==> config.mk <==
export PLATFORM = sky130hd
export DESIGN_NAME = fp_adder_arbiter
export DESIGN_NICKNAME = d
export VERILOG_FILES = /design/src/rtl/fp_adder_arbiter.sv
export SDC_FILE = /design/constraint.sdc
export NUM_CORES = 1
export LEC_CHECK = 0
export ABC_AREA = 0
export CAP_MARGIN = 30
export CORE_AREA = 10 10 302 304
export CTS_CLUSTER_DIAMETER = 60
export DETAILED_ROUTE_END_ITERATION = 10
export DIE_AREA = 0 0 312 314
export GPL_TIMING_DRIVEN = 1
export MAX_ROUTING_LAYER = met4
export PLACE_DENSITY = 0.4
export SLEW_MARGIN = 20
export SYNTH_ARGS = -nofsm -noshare
export SYNTH_HDL_FRONTEND = slang
export SYNTH_SLANG_ARGS = --single-unit
==> constraint.sdc <==
create_clock -name Clock -period 5.95 [get_ports Clock]
set_input_delay 0.595 -clock Clock [delete_from_list [all_inputs] [get_ports Clock]]
set_output_delay 0.595 -clock Clock [all_outputs]
set_load 0.03 [all_outputs]
==> src/rtl/fp_adder_arbiter.sv <==
// Round-robin arbiter sharing one floating-point adder among NUM_REQ requesters.
// A per-job watchdog aborts a stalled job with a quiet-NaN error response.
module fp_adder_arbiter #(
  parameter int unsigned NUM_REQ        = 4,
  parameter int unsigned TIMEOUT_CYCLES = 1024
) (
  input  logic                   Clock,
  input  logic                   Reset,
  input  logic [NUM_REQ-1:0]     req,
  input  logic [64*NUM_REQ-1:0]  req_a,
  input  logic [64*NUM_REQ-1:0]  req_b,
  output logic [NUM_REQ-1:0]     req_ack,
  output logic [NUM_REQ-1:0]     rsp_valid,
  input  logic [NUM_REQ-1:0]     rsp_ready,
  output logic [63:0]            rsp_sum,
  output logic                   rsp_err,
  output logic                   busy,
  output logic [2:0]             grant_id,
  output logic [63:0]            fpa_A,
  output logic [63:0]            fpa_B,
  output logic                   fpa_A_store_bit,
  output logic                   fpa_B_store_bit,
  input  logic                   fpa_A_acknowledgment,
  input  logic                   fpa_B_acknowledgment,
  input  logic                   fpa_SUM_store_bit,
  input  logic [63:0]            fpa_SUM
);

  localparam int unsigned   DW       = 64;
  localparam int unsigned   IW       = 3;
  localparam int unsigned   CW       = 16;
  localparam logic [CW-1:0] CNT_LAST = CW'(TIMEOUT_CYCLES - 1);
  localparam logic          WD_EN    = (TIMEOUT_CYCLES != 0);
  localparam logic [DW-1:0] QNAN     = 64'hFFF8_0000_0000_0000;

  typedef enum logic [2:0] {IDLE, SEND_A, SEND_B, WAIT_SUM, RESPOND} state_t;

  state_t             state, state_d;
  logic [IW-1:0]      rr_ptr, rr_d, gid_d, pick;
  logic [IW:0]        cand;
  logic               found, timeout, abort;
  logic [NUM_REQ-1:0] req_sh, rdy_sh, gnt_oh, ack_d, vld_d;
  logic [DW-1:0]      a_sel, b_sel, a_d, b_d, sum_d;
  logic               sa_d, sb_d, err_d, busy_d;
  logic [CW-1:0]      cnt, cnt_d;

  // First requesting index at or above rr_ptr, wrapping modulo NUM_REQ
  always_comb begin
    found  = 1'b0;
    pick   = '0;
    cand   = '0;
    req_sh = '0;
    for (int unsigned i = 0; i < NUM_REQ; i++) begin
      cand = (IW+1)'(rr_ptr) + (IW+1)'(i);
      if (cand >= (IW+1)'(NUM_REQ)) cand = cand - (IW+1)'(NUM_REQ);
      req_sh = req >> cand;
      if (!found && req_sh[0]) begin
        found = 1'b1;
        pick  = IW'(cand);
      end
    end
  end

  assign a_sel   = DW'(req_a >> (32'(pick) * DW));
  assign b_sel   = DW'(req_b >> (32'(pick) * DW));
  assign gnt_oh  = NUM_REQ'(1) << grant_id;
  assign rdy_sh  = rsp_ready >> grant_id;
  assign timeout = WD_EN && (cnt == CNT_LAST);

  always_comb begin
    state_d = state;
    rr_d    = rr_ptr;
    gid_d   = grant_id;
    a_d     = fpa_A;
    b_d     = fpa_B;
    sa_d    = fpa_A_store_bit;
    sb_d    = fpa_B_store_bit;
    ack_d   = '0;
    vld_d   = rsp_valid;
    sum_d   = rsp_sum;
    err_d   = rsp_err;
    cnt_d   = cnt;
    abort   = 1'b0;
    case (state)
      IDLE: begin
        if (found) begin
          a_d     = a_sel;
          b_d     = b_sel;
          gid_d   = pick;
          rr_d    = (pick == IW'(NUM_REQ - 1)) ? '0 : pick + IW'(1);
          cnt_d   = '0;
          sa_d    = 1'b1;
          ack_d   = NUM_REQ'(1) << pick;
          state_d = SEND_A;
        end
      end
      SEND_A: begin
        cnt_d = cnt + CW'(1);
        if (fpa_A_store_bit && fpa_A_acknowledgment) begin
          sa_d    = 1'b0;
          sb_d    = 1'b1;
          state_d = SEND_B;
        end else if (timeout) begin
          abort = 1'b1;
        end
      end
      SEND_B: begin
        cnt_d = cnt + CW'(1);
        if (fpa_B_store_bit && fpa_B_acknowledgment) begin
          sb_d    = 1'b0;
          state_d = WAIT_SUM;
        end else if (timeout) begin
          abort = 1'b1;
        end
      end
      WAIT_SUM: begin
        cnt_d = cnt + CW'(1);
        if (fpa_SUM_store_bit) begin
          sum_d   = fpa_SUM;
          err_d   = 1'b0;
          vld_d   = gnt_oh;
          state_d = RESPOND;
        end else if (timeout) begin
          abort = 1'b1;
        end
      end
      RESPOND: begin
        if (rdy_sh[0]) begin
          vld_d   = '0;
          state_d = IDLE;
        end
      end
      default: state_d = IDLE;
    endcase
    // Watchdog abort: release the adder and answer with the NaN error pattern
    if (abort) begin
      sa_d    = 1'b0;
      sb_d    = 1'b0;
      sum_d   = QNAN;
      err_d   = 1'b1;
      vld_d   = gnt_oh;
      state_d = RESPOND;
    end
    busy_d = (state_d != IDLE);
  end

  always_ff @(posedge Clock) begin
    if (!Reset) begin
      state           <= IDLE;
      rr_ptr          <= '0;
      grant_id        <= '0;
      fpa_A           <= '0;
      fpa_B           <= '0;
      fpa_A_store_bit <= 1'b0;
      fpa_B_store_bit <= 1'b0;
      req_ack         <= '0;
      rsp_valid       <= '0;
      rsp_sum         <= '0;
      rsp_err         <= 1'b0;
      cnt             <= '0;
      busy            <= 1'b0;
    end else begin
      state           <= state_d;
      rr_ptr          <= rr_d;
      grant_id        <= gid_d;
      fpa_A           <= a_d;
      fpa_B           <= b_d;
      fpa_A_store_bit <= sa_d;
      fpa_B_store_bit <= sb_d;
      req_ack         <= ack_d;
      rsp_valid       <= vld_d;
      rsp_sum         <= sum_d;
      rsp_err         <= err_d;
      cnt             <= cnt_d;
      busy            <= busy_d;
    end
  end

endmodule

# Yosys cells after proc, flatten, opt, wreduce, memory -nomap -nowiden
# Cells that the tools add are included.
word_totals:
  reg_bits: 229
  output_inout_bits: 207
classes:
  addsub: 9
  order_cmp: 4
  eq_ne: 11
  n_shift: 9
  n_mux: 43
  bitwise_logic: 1
  reduce_logical: 26
ops:
  columns: ["cell", "n"]
  rows:
  - ["$shr A256 B9 Y64", 2]
  - ["$mux W64", 3]
  - ["$mux W3", 11]
  - ["$pmux W16 S2", 1]
  - ["$mux W4", 7]
  - ["$add A16 B1 Y16 const B", 1]
  - ["$eq A16 B10 Y1 const B", 1]
  - ["$mux W16", 1]
  - ["$shr A4 B4 Y1", 4]
  - ["$mux W1", 15]
  - ["$pmux W3 S5", 1]
  - ["$ge A4 B3 Y1 const B", 3]
  - ["$reduce_and A3 Y1", 4]
  - ["$sub A4 B3 Y4 const B", 3]
  - ["$reduce_bool A2 Y1", 5]
  - ["$eq A3 B2 Y1 const B", 3]
  - ["$add A3 B2 Y4 const B", 2]
  - ["$pmux W4 S2", 1]
  - ["$reduce_and A2 Y1", 4]
  - ["$shl A1 B3 Y4 const A", 2]
  - ["$ne A2 B2 Y1 const B", 3]
  - ["$ne A3 B3 Y1 const B", 2]
  - ["$reduce_bool A3 Y1", 2]
  - ["$logic_and A1 B1 Y1", 5]
  - ["other kinds (14)", 17]

# Logic depth before layout (Yosys ltp)
# Gate-level depths: netlist (run 1).
depth:
  depth_word: 17
  mapped_depth: 14
  ltp_nobuf: 12

# Least setup slack after synthesis (run 1)
# Ideal clock, no wire load.
synth_timing:
  path_type: "reg2reg"
  start: "register rr_ptr[0]"
  end: "register fpa_B[10]"
  arrival_time_ns: 2.836
  t_required_ns: 5.824
  slack_ns: 2.988
  stages_incl_launch_ff: 13
  path_cell_list: "dfxtp_1 > buf_4 > inv_1 > ha_1 > nand2b_1 > o221ai_1 > nand4_2 > a222oi_1 > or3_1 > buf_2 > buf_4 > buf_4 > o211ai_1"
synth_via:
  elab_chain_cells: 14
  elab_cells_between_ends: 35
  classes_between: "add/sub (7); order compare (4); shift (5); mux (12); reduce/logical (7)"
synth_rtl:
  columns: ["element", "line_no", "text"]
  rows:
  - ["start, declared", "39", "logic [IW-1:0] rr_ptr, rr_d, gid_d, pick;"]
  - ["start signal, assigned", "164", "rr_ptr <= rr_d;"]
  - ["branches (longest 14 deep; another with $add A3 B1 Y4)", null, null]
  - ["end signal, assigned", "153", "fpa_B <= '0;"]
  - ["end signal, assigned", "167", "fpa_B <= b_d;"]
  - ["end, declared", "20", "output logic [63:0] fpa_B,"]
# Several ways; the timed one is not identified.
# A chain may end at the register's enable or synchronous reset.

# Worst setup path in the final report (run 1)
layout_timing:
  start: "register rr_ptr[0]"
  end: "register fpa_A[2]"
layout_via:
  elab_chain_cells: 14
  elab_cells_between_ends: 35
  classes_between: "add/sub (7); order compare (4); shift (5); mux (12); reduce/logical (7)"
layout_rtl:
  columns: ["element", "line_no", "text"]
  rows:
  - ["branches (longest 14 deep; another with $add A3 B1 Y4)", null, null]
  - ["end signal, assigned", "152", "fpa_A <= '0;"]
  - ["end signal, assigned", "166", "fpa_A <= a_d;"]
  - ["end, declared", "19", "output logic [63:0] fpa_A,"]
# Several ways; the timed one is not identified.

==> results.md, run 1 <==
- Outcome: finished, final reports clean
- Post-synth EDFFs: 0
- Num CTS Buffers: 44
- GPL Wtd Cong: 0.8913
- RSZ-0062 raised after global routing: false
- Post-Route Skew: 0.01697 ns
- Final setup vio count: 0
- Post-CTS Setup Repair Bufs: 0
- GR Util All Layers: 0.1678
- Clk sinks: 229
- Synthesized Nets: 2122
- Clock tree from TritonCTS: done
- Worst Setup End Kind: register
- Sequential cell fraction of total power: 0.207
- Port Buffers: 795
- Slew HR: 0.2330
- Combinational share of power: 0.530
- Final Hold Violating Endpoints: 0
- DR WL/cell: 24.79 microns
- CP dominant cell by count: buf_4
- Kind of critical path: register to register
- CTS root buffer: clkbuf_16
- Netlist cell types: 52
- Max Slew Vio Count: 0
- Crit-path max cell delay: 0.76 ns
- Asr flop ratio synth: 0
- Top_reg_cell synth: dfxtp_1
- DR vias: 14787
- First-pass detailed-route iteration total: 6
- # DRC: 0
- Initial antenna violation count: 18
- Max-cap violation count: 0
- Worst min path class: register to register
- Setup TNS Final: 0 ns
- CTS HTree Levels: 2
- Io pins: 796
- PwrDens: 432.8 nW/um^2
- Die width: 312 microns
- Largest net degree at the start of global routing: 130
- CP Cell Sequence: inv_1 > ha_1 > nor2b_1 > a32oi_1 > and3_1 > o21ai_4 > buf_4 > buf_4 > o21ai_0 > a21o_1 > o211ai_1
- Via/cell ratio: 4.299
- Area Overhead vs Synth: 85.37%
- CP Launch Type: register
- Post-CTS Hold Buffers: 0
- Commonest cells after routing, fill and taps aside: clkdlybuf4s50_1, nand2_1, dfxtp_1, nand3_1, mux2i_1
- Post-synthesis register bit count: 229
- Drt total wl: 85260 microns
- Seq/Total Area, Yosys: 0.3723
- Pin slew with the least headroom to its limit: 1.151 ns
- Slowest library cell on the worst path: buf_4
- Post-route clock period utilization: 0.7176
- Share of cells above drive strength 1: 0.05079
- Clock Pin Slew Worst Setup and Hold Paths: 0.05 ns
- Mean post-synth cell area: 8.054 sq um
- Post-CTS sizing: 0
- Worst path required time: 6.43 ns
- Psw: 4.291 mW
- Max Clk Rate: 234.2 MHz
- First-pass GRT wire length: 118700 microns
- Clock Power Share: 0.263
- Period minus WS final: 4.270 ns
- YS warnings: 0
- Most common cell after layout, fill and taps aside: clkdlybuf4s50_1
- Core Box Area: 84880 sq um
- Layout Utilization: 0.2689
- Die footprint: 97970 sq um
- Skew-Pair Late Insertion Delay: 0.56 ns
- Core Rows: 107
- Starting DRT DRC Count: 907
- Cells after Synth: 1529
- Pint: 5.588 mW
- Maximum VDD drop: 0.0002753 V
- Net Sw Frac: 0.4344
- Critical Path AT: 4.74 ns
- Vias in the first global route: 15356
- DRT antenna net count: 0
- Leak: 8.337 nW
- Initial Util: 0.1451
- Max clock buf depth: 3
- Final HPWL DP: 64980 microns
- Crit-path max FO: 70
- Syn Std Cell Area: 12310 sq um
- Gr ovfl total: 0
- DIE HEIGHT: 314 microns
- NumNets Final: 2843
==> path summary, 6_finish.rpt <==
check / start / end / slack (ns) / cells past startpoint
worst max register to register: rr_ptr[0] / fpa_A[2] / 1.68 / 11
worst min register to register: rsp_sum[46] / rsp_sum[46] / 0.45 / 2
worst min-delay path: rsp_sum[46] / rsp_sum[46] / 0.45 / 2
worst max-delay path: rr_ptr[0] / fpa_A[2] / 1.68 / 11
==> worst max-delay path: cells and delay by family, from the launching register on <==
| kind | cells | cell delay, ns |
|---|---|---|
| buffers and inverters | 3 | 1.54 |
| AOI/OAI and AO/OA | 5 | 0.84 |
| DFF | 1 | 0.66 |
| and+or+nand+nor | 2 | 0.53 |
| adders and majority gates | 1 | 0.45 |
==> Yosys cell counts (all sizes together) (5+ instances only) <==
cell,instances,area (sq um)
nand2,281,1055
clkbuf,80,300.3
nor2,35,131.4
dfxtp,229,4584
inv,8,30.03
a21oi,67,335.3
or2,5,31.28
a21o,127,953.4
and3,8,50.05
nand2b,5,31.28
nand4,6,43.79
nand3,139,695.7
buf,65,464.2
o21ai,133,665.6
o211ai,129,968.4
mux2i,134,1341
a31oi,15,93.84
==> per-layer routing <==
metal	up-vias	routed length [microns]	GRT usage
met3	77	5360	0.04377
met1	7235	33580	0.1878
met5	-	0	-
met2	520	44890	0.2980
met4	0	1425	0.03427
li1	6955	-	-
==> metrics by stage <==
stage | setup WS [ns] | instance area (sq um) | instances | hold slack (ns) | total power, mW
6_report | 1.680 | 22830 | 3440 | 0.4509 | 9.878
5_1_grt | 1.399 | 22820 | 3439 | 0.4638 | 10.46
4_1_cts | 1.744 | 22800 | 3428 | 0.4529 | 10.09
3_5_place_dp | 1.744 | 21300 | 3348 | 0.4455 | 7.385
3_3_place_gp | 1.868 | 21300 | 3348 | 0.4414 | 7.343
2_1_floorplan | 2.988 | 12310 | 1529 | 0.4651 | 5.224
==> flip-flops by register name (all words and copies together), names as in the netlist <==
| register | count |
|---|---|
| req_ack | 4 |
| rsp_sum | 64 |
| fpa_B | 64 |
| cnt | 16 |
| rsp_err | 1 |
| fpa_B_store_bit | 1 |
| fpa_A_store_bit | 1 |
| busy | 1 |
| fpa_A | 64 |
| state | 3 |
| grant_id | 3 |
| rsp_valid | 4 |
| rr_ptr | 3 |
==> power by group through the flow <==
stage               clock network, mW  registers, mW  logic [mW]
floorplan                           0           2.56        2.67
global placement                    0           2.06        5.28
detailed placement                  0           2.06        5.32
CTS                              2.71           2.04        5.34
global route                     2.76           2.08        5.62
finish                           2.60           2.04        5.24
==> cell families (layout without fill, tap and decap cells) <==
family	Yosys count	in the layout	synth area share
multiplexers	139	139	0.1153
AND/OR/NAND/NOR	503	503	0.1784
flip-flops	229	229	0.3723
buffers and inverters	153	908	0.06452
other	0	12	0
XOR/XNOR	8	8	0.005689
AO/OA/AOI/OAI	493	493	0.2597
adder cells (fa/ha/maj)	4	4	0.004064
==> layout make-up <==
type / instances / area, sq um
repair buffers: 820 / 8245
clock buffers: 60 / 1232
clock inverters: 20 / 260.3
well taps: 1144 / 1431
multi-input cells: 1147 / 7013
flip-flops and latches: 229 / 4584
fillers: 9196 / 62050
inverters: 8 / 30.03
diodes: 12 / 30.03
Note: power is estimated with default switching activity, not from simulation.
==> run 2, diff against run 1 <==
--- a/config.mk
+++ b/config.mk
@@ -7,13 +7,13 @@
 export LEC_CHECK = 0
 export ABC_AREA = 0
 export CAP_MARGIN = 30
-export CORE_AREA = 10 10 302 304
+export CORE_AREA = 10 10 304 306
 export CTS_CLUSTER_DIAMETER = 60
 export DETAILED_ROUTE_END_ITERATION = 10
-export DIE_AREA = 0 0 312 314
+export DIE_AREA = 0 0 314 316
 export GPL_TIMING_DRIVEN = 1
 export MAX_ROUTING_LAYER = met4
-export PLACE_DENSITY = 0.4
+export PLACE_DENSITY = 0.41
 export SLEW_MARGIN = 20
 export SYNTH_ARGS = -nofsm -noshare
 export SYNTH_HDL_FRONTEND = slang
==> constraint.sdc (replaced) <==
create_clock -name Clock -period 3.9 [get_ports Clock]
set_input_delay 0.39 -clock Clock [delete_from_list [all_inputs] [get_ports Clock]]
set_output_delay 0.39 -clock Clock [all_outputs]
set_load 0.03 [all_outputs]
==> results.md, run 2 (same netlist as run 1, synthesis figures left out) <==
- Port Buffers: 795
- Area Overhead vs Synth: 87.26%
- GPL Wtd Cong: 0.9106
- Final Hold Violating Endpoints: 0
- DRT antenna net count: 0
- Crit-path max cell delay: 0.42 ns
- Io pins: 796
- Via/cell ratio: 4.236
- Leak: 8.446 nW
- Post-CTS Setup Repair Bufs: 0
- Reg area: 4584 sq um
- Pin slew with the least headroom to its limit: 1.040 ns
- Share of cells above drive strength 1: 0.05829
- Slowest library cell on the worst path: a21o_1
- Setup TNS Final: 0 ns
- NumNets Final: 2860
- DR WL/cell: 24.37 microns
- Max Slew Vio Count: 0
- Max clock buf depth: 3
- Finished Layout Cells: 3469
- Area post-placement: 21570 sq um
- Period minus WS final: 3.424 ns
- First-pass GRT wire length: 116800 microns
- GR Util All Layers: 0.1645
- Tot Pwr: 15.30 mW
- Clock tree from TritonCTS: done
- Placed Instances: 3379
- Die width: 314 microns
- Most common cell after layout, fill and taps aside: clkdlybuf4s50_1
- Final setup vio count: 0
- Commonest cells after routing, fill and taps aside: clkdlybuf4s50_1, nand2_1, dfxtp_1, nand3_1, mux2i_1
- Slew HR: 0.3065
- Core Rows: 108
- Gr ovfl total: 0
- Post-CTS Hold Buffers: 0
- Fillers: 9304
- Vias in the first global route: 15298
- PwrDens: 663.7 nW/um^2
- Worst Setup End Kind: register
- Core Box Area: 86210 sq um
- DIE HEIGHT: 316 microns
- Initial antenna violation count: 18
- Post-Route Skew: 0.02476 ns
- # DRC: 0
- Die footprint: 99220 sq um
- Critical Path AT: 3.91 ns
- Biggest regs: fpa_A (64), fpa_B (64), rsp_sum (64)
- Num CTS Buffers: 41
- Starting DRT DRC Count: 941
- Drt total wl: 84540 microns
- Kind of critical path: register to register
- RSZ-0062 raised after global routing: false
- Max Clk Rate: 292.0 MHz
- Clk sinks: 229
- CP Cell Sequence: inv_1 > ha_1 > nor2b_1 > a32oi_1 > nand4_2 > a222oi_1 > buf_4 > nand3_4 > buf_12 > a21o_1 > o211ai_1
- Largest net degree at the start of global routing: 129
- Post-route clock period utilization: 0.8781
- Max-cap violation count: 0
- Worst min path class: input pin to register
- CP Launch Type: register
- CTS root buffer: clkbuf_16
- Fin area: 23060 sq um
- DR vias: 14695
- Crit-path max FO: 128
- First-pass detailed-route iteration total: 5
- Skew-Pair Late Insertion Delay: 0.57 ns
- Initial Util: 0.1428
- Area of the multi-input gates: 7013 sq um
- Outcome: finished, final reports clean
- Clock Pin Slew Worst Setup and Hold Paths: 0.06 ns
- Hold_ws: 0.3573 ns
- Worst path required time: 4.38 ns
- Final HPWL DP: 65750 microns
- Post-CTS sizing: 0
- CTS HTree Levels: 2
- Maximum VDD drop: 0.0005162 V
-- run 2: cell types whose count changed in the layout (fill, tap and decap cells not counted), sizes merged --
| cell | delta |
|---|---|
| clkbuf | -8 |
| inv | +1 |
| clkinv | +1 |
| diode | +3 |
| buf | +20 |
| bufinv | +1 |
-- run 2: path summary, 6_finish.rpt --
path | start | depth (start not counted) | slack (ns) | end
max | rr_ptr[0] | 11 | 0.48 | fpa_B[5]
min | fpa_SUM[5] | 3 | 0.36 | rsp_sum[5]
max reg2reg | rr_ptr[0] | 11 | 0.48 | fpa_B[5]
min reg2reg | rsp_sum[9] | 2 | 0.45 | rsp_sum[9]
-- run 2: final cells by class --
cell class,count,share of cell area
Clock inverter,23,0.01503
Antenna cell,15,0.001628
Timing Repair Buffer,840,0.3684
Sequential cell,229,0.1988
Inverter,8,0.001302
Tap cell,1155,0.06267
Clock buffer,52,0.04802
Multi-Input combinational cell,1147,0.3041
-- run 2: worst max-delay path, delay by kind of cell (launching register included) --
family	cells	cell delay, ns
adders and majority gates	1	0.40
buffers and inverters	3	0.52
DFF	1	0.32
AOI/OAI and AO/OA	4	1.19
and+or+nand+nor	3	0.55
-- run 2: layer usage --
metal / part of all wire / up-vias / GRT usage
met5: 0 / - / -
met4: 0.018 / 0 / 0.03778
met3: 0.066 / 74 / 0.04381
met2: 0.52 / 527 / 0.2883
met1: 0.40 / 7095 / 0.1848
li1: - / 6999 / -
-- run 2: power by group --
part,switching (mW),internal [mW]
Clock,1.45,2.45
Combinational,4.98,3.33
Sequential,0.277,2.82
Total,6.71,8.60
-- run 2: metrics by stage --
| step | setup WS [ns] | util |
|---|---|---|
| after global routing | 0.2703 | 0.2674 |
| after global placement | 0.3406 | 0.2497 |
| after detailed placement | 0.3869 | 0.2502 |
| final | 0.4755 | 0.2675 |
| after CTS | 0.4545 | 0.2670 |
| after floorplan | 0.9382 | - |
==> run 3, diff against run 2 <==
--- a/config.mk
+++ b/config.mk
@@ -9,6 +9,7 @@
 export CAP_MARGIN = 30
 export CORE_AREA = 10 10 304 306
 export CTS_CLUSTER_DIAMETER = 60
+export CTS_CLUSTER_SIZE = 16
 export DETAILED_ROUTE_END_ITERATION = 10
 export DIE_AREA = 0 0 314 316
 export GPL_TIMING_DRIVEN = 1
==> constraint.sdc (replaced) <==
create_clock -name Clock -period 3.9 [get_ports Clock]
set_input_delay 0.39 -clock Clock [delete_from_list [all_inputs] [get_ports Clock]]
set_output_delay 0.39 -clock Clock [all_outputs]
set_load 0.05 [all_outputs]
==> results.md, run 3 (same netlist as run 1, synthesis figures left out) <==
- Leak: 8.486 nW
- Initial antenna violation count: 16
- Clk sinks: 229
- Io pins: 796
- Net Sw Frac: 0.4540
- Hold_ws: 0.3836 ns
- Kind of critical path: register to register
- Clock tree from TritonCTS: done
- Crit-path max FO: 128
- PwrDens: 697.4 nW/um^2
- Placed Instances: 3379
- Port Buffers: 795
- Crit-path max cell delay: 0.42 ns
- Worst min path class: input pin to register
- Area post-placement: 21570 sq um
- Final setup vio count: 0
- Fin area: 23150 sq um
- Drt total wl: 84740 microns
- Final HPWL DP: 65750 microns
- Clock Pin Slew Worst Setup and Hold Paths: 0.06 ns
- Core Rows: 108
- Max Clk Rate: 288.5 MHz
- CP Cell Sequence: inv_1 > ha_1 > nor2b_1 > a32oi_1 > nand4_2 > a222oi_1 > buf_4 > nand3_4 > buf_12 > a21o_1 > o211ai_1
- Post-route clock period utilization: 0.8888
- Die width: 314 microns
- Slowest library cell on the worst path: a21o_1
- Starting DRT DRC Count: 924
- Area Overhead vs Synth: 87.98%
- Largest net degree at the start of global routing: 129
- Share of cells above drive strength 1: 0.06084
- CP delay by family, top: compound AO/OA/AOI/OAI gates
- Final Hold Violating Endpoints: 0
- Die footprint: 99220 sq um
- Sequential cell fraction of total power: 0.192
- Max-cap violation count: 0
- Maximum VDD drop: 0.0005320 V
- # DRC: 0
- Skew-Pair Late Insertion Delay: 0.55 ns
- CP Launch Type: register
- First-pass detailed-route iteration total: 5
- First-pass GRT wire length: 116800 microns
- Clock Power Share: 0.254
- DRT antenna net count: 0
- Post-Route Skew: 0.01998 ns
- Via/cell ratio: 4.241
- Worst path required time: 4.37 ns
- Psw: 7.329 mW
- Fillers: 9309
- Slew HR: 0.2903
- CP bufs+invs: 3
- Vias in the first global route: 15322
- Max Slew Vio Count: 0
- GPL Wtd Cong: 0.9106
- Pin slew with the least headroom to its limit: 1.065 ns
- Max clock buf depth: 3
- Biggest regs: fpa_A (64), fpa_B (64), rsp_sum (64)
- CTS HTree Levels: 2
- Most common cell after layout, fill and taps aside: clkdlybuf4s50_1
- Core Box Area: 86210 sq um
- GR Util All Layers: 0.1647
- Post-CTS Hold Buffers: 0
- DR WL/cell: 24.41 microns
- Post-CTS Setup Repair Bufs: 0
- Initial Util: 0.1428
- RSZ-0062 raised after global routing: false
- Period minus WS final: 3.466 ns
- Num CTS Buffers: 42
- CTS root buffer: clkbuf_16
- DR vias: 14722
- Critical Path AT: 3.93 ns
- Gr ovfl total: 0
- Pint: 8.814 mW
- NumNets Final: 2861
- Commonest cells after routing, fill and taps aside: clkdlybuf4s50_1, nand2_1, dfxtp_1, nand3_1, mux2i_1
- Combinational share of power: 0.554
- Setup TNS Final: 0 ns
- Worst Setup End Kind: register
- DIE HEIGHT: 316 microns
- Post-CTS sizing: 0
- Finished Layout Cells: 3471
- Outcome: finished, final reports clean
-- run 3: path summary, 6_finish.rpt --
kind / slack, ns / from / to / cells after the start
hold reg to reg: 0.45 / rsp_sum[9] / rsp_sum[9] / 2
setup reg to reg: 0.43 / rr_ptr[0] / fpa_B[5] / 11
hold / removal: 0.38 / fpa_SUM[5] / rsp_sum[5] / 3
setup / recovery: 0.43 / rr_ptr[0] / fpa_B[5] / 11
-- run 3: area by class of cell --
type | instances | area (sq um) | share of cell area
well taps | 1155 | 1445 | 0.06243
inverters | 8 | 30.03 | 0.001297
clock inverters | 22 | 331.6 | 0.01432
flip-flops and latches | 229 | 4584 | 0.1980
diodes | 15 | 37.54 | 0.001622
repair buffers | 840 | 8496 | 0.3670
multi-input cells | 1147 | 7013 | 0.3030
clock buffers | 55 | 1211 | 0.05232
-- run 3: worst reg2reg max path: cells and delay by family (launching register included) --
family	cells	cell delay, ns
compound gates	4	1.56
fa+ha+maj	1	0.41
buf+inv	3	0.52
flops	1	0.32
simple gates	3	0.57
-- run 3: per-layer routing --
| layer | vias up | routed length [microns] | share of wire | global-route usage |
|---|---|---|---|---|
| li1 | 7016 | - | - | - |
| met1 | 7125 | 33920 | 0.40 | 0.1853 |
| met2 | 501 | 43950 | 0.52 | 0.2888 |
| met3 | 80 | 5268 | 0.062 | 0.04440 |
| met4 | 0 | 1599 | 0.019 | 0.03638 |
| met5 | - | 0 | 0 | - |
-- run 3: power groups by stage --
| stage | combinational, mW | clock [mW] | sequential, mW |
|---|---|---|---|
| after floorplan | 4.07 | 0 | 4.52 |
| after global placement | 9.03 | 0 | 3.14 |
| after detailed placement | 9.08 | 0 | 3.14 |
| after CTS | 9.09 | 4.26 | 3.10 |
| after global routing | 9.53 | 4.33 | 3.15 |
| final | 8.94 | 4.10 | 3.10 |
-- run 3: through the flow --
stage                     total power, mW  setup slack, ns    util
after floorplan                     8.590           0.9379       -
after global placement              12.16           0.3406  0.2497
after detailed placement            12.22           0.3869  0.2502
after CTS                           16.45           0.4534  0.2681
after global routing                17.01           0.2682  0.2684
final                               16.14           0.4337  0.2685
